## src/rtl/dm_arbiter.sv

```systemverilog
// Two-port round-robin arbiter and sequencer for the single-port data memory.
// Each transaction is latched in IDLE, driven for one XFER cycle, and acknowledged in RESP.
module dm_arbiter #(
  parameter int AWIDTH  = 32,
  parameter int ALENGTH = 128
) (
  input  logic              clk,
  input  logic              rst,
  input  logic              a_req,
  input  logic              a_we,
  input  logic [AWIDTH-1:0] a_addr,
  input  logic [AWIDTH-1:0] a_wdata,
  output logic              a_ack,
  input  logic              b_req,
  input  logic              b_we,
  input  logic [AWIDTH-1:0] b_addr,
  input  logic [AWIDTH-1:0] b_wdata,
  output logic              b_ack,
  output logic [AWIDTH-1:0] rsp_rdata,
  output logic              rsp_err,
  output logic              busy,
  output logic              dm_we,
  output logic [AWIDTH-1:0] dm_addr,
  output logic [AWIDTH-1:0] dm_wdata,
  input  logic [AWIDTH-1:0] dm_rdata
);

  // Handshake: a requester raises req with we/addr/wdata stable and holds it until
  // its ack pulses for one cycle; it drops req the cycle after. Req is only sampled
  // in IDLE, so a pending req simply waits while busy and is never stalled combinationally.

  typedef enum logic [1:0] {IDLE, XFER, RESP} state_t;

  localparam logic [AWIDTH-1:0] ALEN = AWIDTH'(ALENGTH);

  state_t state, state_nxt;
  logic   cur_grant;   // 0 = port A, 1 = port B
  logic   last_grant;
  logic   lat_we;
  logic   grant_b;
  logic   in_range;

  // dm_addr/dm_wdata double as the latched transaction registers.
  assign in_range = (dm_addr < ALEN);

  always_comb begin
    state_nxt = state;
    grant_b   = 1'b0;
    case (state)
      IDLE: begin
        grant_b = b_req & (~a_req | ~last_grant);
        if (a_req | b_req) state_nxt = XFER;
      end
      XFER:    state_nxt = RESP;
      RESP:    state_nxt = IDLE;
      default: state_nxt = IDLE;
    endcase
  end

  always_ff @(posedge clk) begin
    if (rst) begin
      state      <= IDLE;
      cur_grant  <= 1'b0;
      last_grant <= 1'b1;
      lat_we     <= 1'b0;
      dm_addr    <= '0;
      dm_wdata   <= '0;
      rsp_rdata  <= '0;
      rsp_err    <= 1'b0;
    end else begin
      state <= state_nxt;
      if (state == IDLE && (a_req | b_req)) begin
        cur_grant <= grant_b;
        lat_we    <= grant_b ? b_we    : a_we;
        dm_addr   <= grant_b ? b_addr  : a_addr;
        dm_wdata  <= grant_b ? b_wdata : a_wdata;
      end
      if (state == XFER) begin
        rsp_rdata <= (!lat_we && in_range) ? dm_rdata : '0;
        rsp_err   <= ~in_range;
      end
      if (state == RESP) last_grant <= cur_grant;
    end
  end

  // rst gates the strobe directly so an aborted XFER never reaches the memory.
  assign dm_we = (state == XFER) & lat_we & in_range & ~rst;
  assign a_ack = (state == RESP) & ~cur_grant;
  assign b_ack = (state == RESP) &  cur_grant;
  assign busy  = (state != IDLE);

endmodule

```

## config.mk

```make
export PLATFORM = sky130hd
export DESIGN_NAME = dm_arbiter
export DESIGN_NICKNAME = d
export VERILOG_FILES = /design/src/rtl/dm_arbiter.sv
export SDC_FILE = /design/constraint.sdc
export NUM_CORES = 1
export LEC_CHECK = 0
export ABC_AREA = 1
export CAP_MARGIN = 0
export CORE_MARGIN = 5
export CORE_UTILIZATION = 42
export CTS_CLUSTER_DIAMETER = 200
export CTS_CLUSTER_SIZE = 8
export DETAILED_ROUTE_END_ITERATION = 10
export PLACE_DENSITY = 0.87
export SLEW_MARGIN = 20
export SYNTH_ARGS = -nofsm -noshare
export SYNTH_HDL_FRONTEND = slang
export SYNTH_SLANG_ARGS = --single-unit
```

## constraint.sdc

```tcl
create_clock -name clk -period 3.91 [get_ports clk]
set_input_delay 0.782 -clock clk [delete_from_list [all_inputs] [get_ports clk]]
set_output_delay 0.782 -clock clk [all_outputs]
set_load 0.05 [all_outputs]
```

Word-level counts from Yosys, hierarchy flattened
Cells that the tools add are included.
- reduce and logical (&&, ||, !) cells: 5
- mux-type cells: 7
- bitwise operators: 13
- order comparisons: 1
- eq/ne operators: 3
- operators with widths (operator ; number):
    32-bit two-way mux ; 3
    32-bit by 8-bit < comparator with 1-bit output (second input constant) ; 1
    1-bit bitwise AND ; 6
    1-bit inverter ; 5
    2-bit case mux with 2 select lines ; 1
    2-bit by 1-bit equality test with 1-bit output (second input constant) ; 1
    2-bit equality test (second input constant) ; 1
    1-bit logical AND ; 2
    2-bit logical NOT ; 1
    1-bit two-way mux ; 2
    2-bit two-way mux ; 1
    2-bit by 1-bit inequality test with 1-bit output (second input constant) ; 1
    1-bit OR ; 2
    2-bit nonzero test ; 1
    1-bit logical NOT ; 1
- input bits: 166
- word-level logic and storage cells: 37
- output and inout bits: 101
- flip-flop bits (word level): 102

Longest topological paths before layout
- word-level depth: 5
- mapped depth: 9
- gate-level depth less buffers: 7

Least setup slack after synthesis
Ideal clock, no wire load.
- path kind: register to output
- from: register dm_addr[29]
- to: output port dm_we
- arrival: 1704 ps
- buffers on the path: 1
- slack: 1424 ps
- cell stages (with the launch flop): 7
- data required time: 3128 ps
- cells stage by stage: dfxtp_1 > or2_0 > nor2_1 > nand2_1 > nor2_4 > buf_6 > and3_1
- word-level cells in the longest chain between the ends: 3
- RTL lines (what ; line ; source):
    start: declaration ; 23 ; output logic [AWIDTH-1:0] dm_addr,
    start signal: assignment ; 75 ; dm_addr <= grant_b ? b_addr : a_addr;
    32-bit by 8-bit < comparator with 1-bit output ; 44 ; assign in_range = (dm_addr < ALEN);
    1-bit bitwise AND (2 in series) ; 87 ; assign dm_we = (state == XFER) & lat_we & in_range & ~rst;
    end: declaration ; 22 ; output logic dm_we,
No other way between the ends.

Final worst setup path
- from: register state[0]
- to: output port a_ack
- word-level cells in the longest chain between the ends: 2
- RTL lines (what ; line ; source):
    start: declaration ; 36 ; state_t state, state_nxt;
    start signal: assignment ; 71 ; state <= state_nxt;
    2-bit equality test ; 88 ; assign a_ack = (state == RESP) & ~cur_grant;
    1-bit bitwise AND ; 88 ;
    end: declaration ; 13 ; output logic a_ack,
No other way between the ends.

==> metrics.txt <==
status completed; Reg2Reg Launch Point state[1]; FMAX 0.379 GHz; switching power 1.02 mW; hold_buf cts 0; CP Capture Type output port; Max-Cap Viols 0; leakage 3.47 nW; worst-case clock buffer depth 2; synthesized cell area 4780 sq um; sequential fraction of the synthesis area 42.7%; Layout Area Growth over Synthesis 61.9%; switching share of total power 33.4%; r2r setup slk 1.92 ns; Int Power 2.04 mW; crit path cell chain inv_1, nand2_1, nor2_1, clkdlybuf4s50_1; period utilisation layout 67.5%; Reg clk slew, reported paths 0.06 ns; Synth area leader dfxtp_1; worst path buffer plus inverter count 2; placed instance count 1055; GRT Total Usage 22.8%; YS warnings 0; Finished Layout Cells 1071; Mapped Cells 689; DRC Markers 0; CP max-delay cell clkdlybuf4s50_1; die area 13600 sq um; share of the synthesized area in the top cell type 42.7%; synthesized flop and latch total 102; crit path max fanout 3; clk root buf clkbuf_16; first-pass GRT wire length 24200 um; Total Wirelength 16300 um; routed len/inst 15.2 um; Via density 4.84; Antenna Nets Post-Route 0; Post-synth EDFFs 0; Final setup viols 0; vias in the first global route 4766; Die H 117 um; Clock power frac 29.7%; Rel. slew slack 36.9%; syn_area_per_cell 6.94 sq um; initial antenna violation count 0; PostCTS Resize Cnt 0; io pins 267; share of cells above drive strength 1 3.56%; Required @ worst endpoint 3.13 ns; HPWL Detailed 12100 um; Most used DFF post-synth dfxtp_1; Crit Reg-Reg Endpoint dm_addr[21]; Critical Path Source state[0]; DIE WIDTH 117 um; worst hold margin 0.463 ns; Reg2Reg Depth 7; DRT iter0 DRCs 262; Num CTS Buffers 9; Final TNS setup 0 ns; Netlist cell types 20; Gate power share 31.8%; min cycle time layout 2.64 ns; total gr overflow 0; cell with the most instances after synthesis nand2_1; Worst-Margin Slew 0.945 ns; Rows 39; maximum vdd drop 0.281 mV; filler instances 914; H-tree Lvls 3; sequential share of power 38.4%; starting density of the core 42.4%; Setup CP Type reg2out; Crit path max-delay family buffers and inverters; ant diodes 0; Synth top cells by count nand2_1 (173), inv_1 (103), dfxtp_1 (102); fin. max-slew vios 0; area of the core 11300 sq um; Critical Path Sink a_ack; Num Clock Sinks 102; CP Data Arrival Time 1.86 ns; port bufs 266; Clk Latency, worst-skew pair 0.34 ns; Hold WC Path Type reg2reg; routability cong. 0.785; largest cells by area after synthesis dfxtp_1 (43%), nand2_1 (14%), nand3_1 (10%), o211ai_1 (10%), inv_1 (8.1%); PwrDens 396 nW/um^2; Final Hold Viols 0; ys async rst share 0%; CTS tree built; fin nets 1089; worst setup skew after layout 0.00599 ns; CP peak stage delay 0.85 ns; via count 5185; Setup Buffers After CTS 0; largest net degree at the start of global routing 67; 1st-pass router iterations 4; Mapped Nets 855; unrepaired setup endpoints after global routing false; startpoint types flip-flop; Critical Path Stages 4
-- worst min-delay path by stage --
stage,start,to,slack (ns),depth (start not counted)
final,rsp_rdata[26],rsp_rdata[26],0.46,2
after global placement,rsp_rdata[21],rsp_rdata[21],0.45,2
after global routing,rsp_rdata[10],rsp_rdata[10],0.48,2
after detailed placement,rsp_rdata[26],rsp_rdata[26],0.45,2
after CTS,rsp_rdata[15],rsp_rdata[15],0.46,2
after floorplan,last_grant,last_grant,0.43,2
-- metrics by stage --
step	setup slack [ns]	cell area, sq um	power, mW	util, %
2_1_floorplan	1.42	4780	1.78	-
3_3_place_gp	1.26	7440	2.17	66.0
3_5_place_dp	1.22	7440	2.18	66.0
4_1_cts	1.23	7740	3.10	68.6
5_1_grt	1.15	7740	3.22	68.6
6_report	1.27	7740	3.07	68.6
-- registers in the layout, summed over array words and instances, names as in the netlist --
register,count
lat_we,1
rsp_rdata,32
cur_grant,1
last_grant,1
dm_addr,32
dm_wdata,32
rsp_err,1
state,2
-- worst reg2reg max path, cell delays in order (launching register included) --
cell	delay (ns)
dfxtp_1	0.34
nor2_2	0.25
inv_2	0.10
nor2_4	0.59
buf_12	0.32
nand3_1	0.13
o211ai_1	0.09
inv_1	0.05
-- power by group through the flow --
| stage | clock network (mW) | registers, mW | logic [mW] |
|---|---|---|---|
| 2_1_floorplan | 0 | 1.47 | 0.312 |
| 3_3_place_gp | 0 | 1.20 | 0.968 |
| 3_5_place_dp | 0 | 1.20 | 0.978 |
| 4_1_cts | 0.935 | 1.18 | 0.982 |
| 5_1_grt | 0.989 | 1.19 | 1.04 |
| 6_report | 0.913 | 1.18 | 0.976 |
-- cell type report --
class / count / area (sq um) / area share [%]
timing repair buffer: 274 / 2760 / 35.6
sequential: 102 / 2040 / 26.4
clock inverter: 4 / 45.0 / 0.582
tap: 143 / 179 / 2.31
inverter: 106 / 398 / 5.14
clock buffer: 12 / 256 / 3.32
multi-input combinational: 430 / 2060 / 26.6
-- metal layers --
| layer | up-vias | wire length [um] | track usage, % |
|---|---|---|---|
| met4 | 0 | 440 | 9.02 |
| met5 | - | 0 | 0 |
| li1 | 2677 | - | - |
| met1 | 2281 | 6420 | 26.9 |
| met2 | 198 | 7510 | 36.7 |
| met3 | 29 | 1950 | 9.74 |
-- logic make-up (layout without fill, tap and decap cells) --
logic type             after synthesis  count (layout)  synth area share [%]
and+or+nand+nor                    330             330                  29.2
AOI/OAI and AO/OA                  100             100                  13.9
DFF                                102             102                  42.7
buffers and inverters              157             396                  14.2
-- layout by cell type (no fill, tap or decap) --
master           Yosys  routed
nor2_2               2       2
o21ai_0              1       1
a21oi_1             34      34
inv_1              103     102
o211ai_1            65      65
clkinv_2             0       3
nand3_2              1       1
nor2_1              50      50
nor2_4               2       2
buf_12               0       3
and3_1               1       1
nand3_1             99      99
inv_2                3       4
clkbuf_16            0       9
nand2_1            173     173
and2_0               1       1
clkbuf_8             0       2
dfxtp_1            102     102
clkdlybuf4s50_1      0     265
or2_0                1       1
buf_4               11       6
bufinv_16            0       1
clkbuf_1            15       1
No activity file was read; power rests on OpenSTA's default activity.
==> patch 1, RTL diff (config.mk and constraints unchanged) <==
Re-encode `state_t` (3 states) as one-hot, 3 bits wide.
--- a/src/rtl/dm_arbiter.sv
+++ b/src/rtl/dm_arbiter.sv
@@ -29,7 +29,7 @@
   // its ack pulses for one cycle; it drops req the cycle after. Req is only sampled
   // in IDLE, so a pending req simply waits while busy and is never stalled combinationally.
 
-  typedef enum logic [1:0] {IDLE, XFER, RESP} state_t;
+  typedef enum logic [2:0] {IDLE = 3'b001, XFER = 3'b010, RESP = 3'b100} state_t;
 
   localparam logic [AWIDTH-1:0] ALEN = AWIDTH'(ALENGTH);
 
Formal check against the unedited RTL: same outputs for any inputs over 10 cycles, from zero or initial values and one cycle with rst high; not proved beyond that.
==> patch 1 against the unedited design <==
Total power up 11%; wire length up 2.7%; sequential cell count up 1; critical path depth up 1; worst setup slack worse by 0.13 ns; register-to-register slack better by 0.15 ns; global-route usage down 0.15 points; non-clock buffer count unchanged; sequential power up 4%; synthesized cell count up 1.6%; final area up 1.8%; synthesized area up 2.3%; via count up 6.5%; critical endpoint unchanged; highest routed layer unchanged.
==> patch 1: results (changes against the unedited design) <==
outcome: "finished, final reports clean"
hold_ws_ns: 0.4636  # +0.0009600 ns
postCtsSetupBuffers: 0  # unchanged
root_buffer: "clkbuf_16"
holdPathEnd: "rsp_rdata[28]$_SDFFE_PP0P_"
synth_top_cell_area_share: 0.4217  # -0.005526
cpPeakStageDelay_ns: 0.83  # -0.02 ns
gp_congestion: 0.8165  # +4.1%
grt_max_degree: 132  # +97%
r2r-start: "state[0]$_SDFFE_PP1P_"
cts.reportedPaths.clkPinSlew_ns: 0.07
drive_above_1_share: 0.04516  # +0.009601
dp_hpwl_mm: 11.91  # -1.4%
synth_area_leaders: "dfxtp_1 42%, nand3_1 17%, o211ai_1 10%, nand2_1 8.3%, inv_1 7.3%"
vias: 5523  # +6.5%
ctsHtreeMaxLevel: 3  # unchanged
ctsResizeCount: 0  # unchanged
worst_pin_slew_ns: 0.9843  # +0.03910 ns
ys_types: 21  # +5.0%
grt_pass1_wl_mm: 26.26  # +8.6%
drtIter0Drc: 353  # +35%
crit_arrival_ns: 1.98  # +0.12 ns
syn_inst: 700  # +1.6%
netlist_top_cells_count: "164 x nand3_1, 108 x nand2_1, 103 x dfxtp_1, 95 x inv_1, 65 x o211ai_1"
post_dp_cell_area_um2: 7565  # +1.7%
worstHoldStart: "rsp_rdata[28]$_SDFFE_PP0P_"
async_flop_share: 0  # unchanged
p_leak_uw: 0.003455  # -0.35%
yosysWarnings: 0  # unchanged
slowest_stage: "clkdlybuf4s50_1"
cts_inserted_buffers: 9  # unchanged
antenna_found_initial: 0  # unchanged
peakVddDrop_v: 0.0002276  # -19%
dr.pass1.iters: 5  # +1
place_ws_ns: 1.258  # +0.03554 ns
grt_usage: 0.2265  # -0.001484
routedWlPerCell_um: 15.62  # +2.5%
grt_pass1_vias: 4983  # +4.6%
fin_skew_ns: 0.007286  # +0.001294 ns
place_inst: 1058  # +0.28%
yosysSeqAreaShare: 0.4217  # -0.005526
viasPerCell: 5.147  # +6.3%
crit_fanout: 2  # -1
syn_nets: 866  # +1.3%
timing.rr.end: "dm_wdata[12]$_SDFFE_PP0P_"
r2r_slack_ns: 2.07  # +0.15 ns
==> patch 1: changes by cell type after synthesis, sizes merged, moves of 2 or more <==
| cell | delta |
|---|---|
| nand2 | -65 |
| nand3 | +64 |
| buf | +5 |
| clkbuf | +3 |
| nor3 | +2 |
==> patch 1: worst max path at each step <==
stage | startpoint | to | slack, ns | cells after the start
floorplan | dm_addr[29]$_SDFFE_PP0P_ | dm_we | 1.39 | 6
global placement | b_req | dm_wdata[21]$_SDFFE_PP0P_ | 1.26 | 8
detailed placement | b_req | dm_wdata[19]$_SDFFE_PP0P_ | 1.26 | 8
CTS | state[2]$_SDFFE_PP0P_ | a_ack | 1.10 | 5
global route | state[2]$_SDFFE_PP0P_ | a_ack | 0.99 | 5
finish | state[2]$_SDFFE_PP0P_ | a_ack | 1.14 | 5
==> patch 1: area by class of cell <==
cell class	instances	area (um^2)
multi-input cells	431	2165
repair buffers	274	2758
fillers	970	3542
clock buffers	10	229.0
clock inverters	5	82.58
well taps	143	178.9
inverters	107	401.6
flip-flops and latches	103	2062
==> patch 1: worst reg2reg max path: stages (launching register included) <==
cell,delay (ns)
dfxtp_1,0.33
inv_1,0.08
nor3_4,0.20
buf_4,0.61
nand3_1,0.25
nand3_1,0.14
o211ai_1,0.10
inv_1,0.07
==> patch 1: metal layers <==
metal	vias up	GRT usage	wire, um
li1	2740	-	-
met1	2497	0.2814	6678
met2	258	0.3720	8208
met3	28	0.06968	1402
met4	0	0.07742	467
met5	-	0	0
==> patch 1: cell families after synthesis <==
family,Yosys count,synth area share
simple gates,330,0.2994
flops,103,0.4217
buf+inv,166,0.1418
compound gates,101,0.1372
==> patch 1: power by group <==
part	internal, uW	switching (uW)	leakage [uW]
registers	1160	73.4	0.000847
clock network	561	387	0.000153
logic	456	760	0.00246
==> patch 2, RTL diff (same flow settings) <==
Made on the original files. Set the parameter `AWIDTH` to 48 (it was 32).
--- a/src/rtl/dm_arbiter.sv
+++ b/src/rtl/dm_arbiter.sv
@@ -1,7 +1,7 @@
 // Two-port round-robin arbiter and sequencer for the single-port data memory.
 // Each transaction is latched in IDLE, driven for one XFER cycle, and acknowledged in RESP.
 module dm_arbiter #(
-  parameter int AWIDTH  = 32,
+  parameter int AWIDTH  = 48,
   parameter int ALENGTH = 128
 ) (
   input  logic              clk,
Interface: changed (8 resized); port bits go from 267 to 395. The function was not compared with the original's and may differ.
==> patch 2 against the unedited design <==
Worst hold slack hardly changed; clock skew rose by 0.0054 ns; maximum frequency decreased by 18%; wire length grew 67%; sequential cell count grew 48; global-route usage rose by 3.7 points; final area rose by 50%; register-to-register slack worse by 0.18 ns; worst setup slack worse by 0.58 ns; synthesized area up 48%; total power rose by 56%; critical path type unchanged; critical endpoint is now dm_we; largest power group unchanged; highest routed layer unchanged.
==> patch 2: results (changes against the unedited design) <==
num-clock-buffers: 23  # +11
outcome: "finished, final reports clean"
wl_met1_mm: 10.50  # +64%
clk_share: 0.04842  # +0.009449
synth_area_leaders: "dfxtp_1 42%, nand2_1 14%, o211ai_1 10%, inv_1 7.4%, nand3_1 7.1%"
slew_headroom: 0.2635  # -0.1057
met2_length_mm: 13.39  # +78%
peakVddDrop_v: 0.0002880  # +2.6%
grt_pass1_wl_mm: 41.57  # +72%
syn_nets: 1271  # +49%
post_dp_cell_area_um2: 11040  # +48%
place_ws_ns: 0.9189  # -0.3032 ns
internal-power_uw: 3169  # +55%
dp_hpwl_mm: 19.63  # +63%
routedWlPerCell_um: 17.00  # +12%
wl_met3_mm: 2.359  # +21%
cts.sinks: 150  # +47%
netlist_top_cells_count: "258 x nand2_1, 150 x dfxtp_1, 140 x inv_1, 100 x nand3_1, 97 x o211ai_1"
n_all_buffers: 407  # +49%
power_density_nw_per_um2: 412.1  # +4.0%
yosysSeqAreaShare: 0.4246  # -0.002597
dr.pass1.iters: 5  # +1
grt_max_degree: 99  # +48%
seq_area_frac: 0.2588  # -0.005092
seq-power_uw: 1740  # +47%
syn_inst: 1025  # +49%
hold_ws_ns: 0.4626  # -0.00006200 ns
multi_input_cells: 638  # +48%
combinationalPowerShare: 0.310  # -0.008
drtIter0Drc: 593  # +130%
nFillCells: 1330  # +46%
==> patch 2: worst paths after layout <==
| check | start | endpoint | cells after the start |
|---|---|---|---|
| max reg2reg | state[1]$_SDFFE_PP0P_ | dm_addr[42]$_SDFFE_PP0P_ | 7 |
| max | dm_addr[44]$_SDFFE_PP0P_ | dm_we | 8 |
| min reg2reg | rsp_rdata[42]$_SDFFE_PP0N_ | rsp_rdata[42]$_SDFFE_PP0N_ | 2 |
| min | rsp_rdata[42]$_SDFFE_PP0N_ | rsp_rdata[42]$_SDFFE_PP0N_ | 2 |
==> patch 2: worst max-delay path: stages (launching register included) <==
cell	delay (ns)
dfxtp_1	0.33
nor2_1	0.11
nand2_1	0.06
nor2_1	0.13
nand2_1	0.10
nor2_2	0.15
and2_1	0.15
and3_1	0.15
clkdlybuf4s50_1	0.83
==> patch 2: per-layer routing <==
layer,vias to the layer above,track usage
met4,0,0.1173
met1,3716,0.2996
met5,-,0
li1,4016,-
met2,360,0.4538
met3,62,0.08919
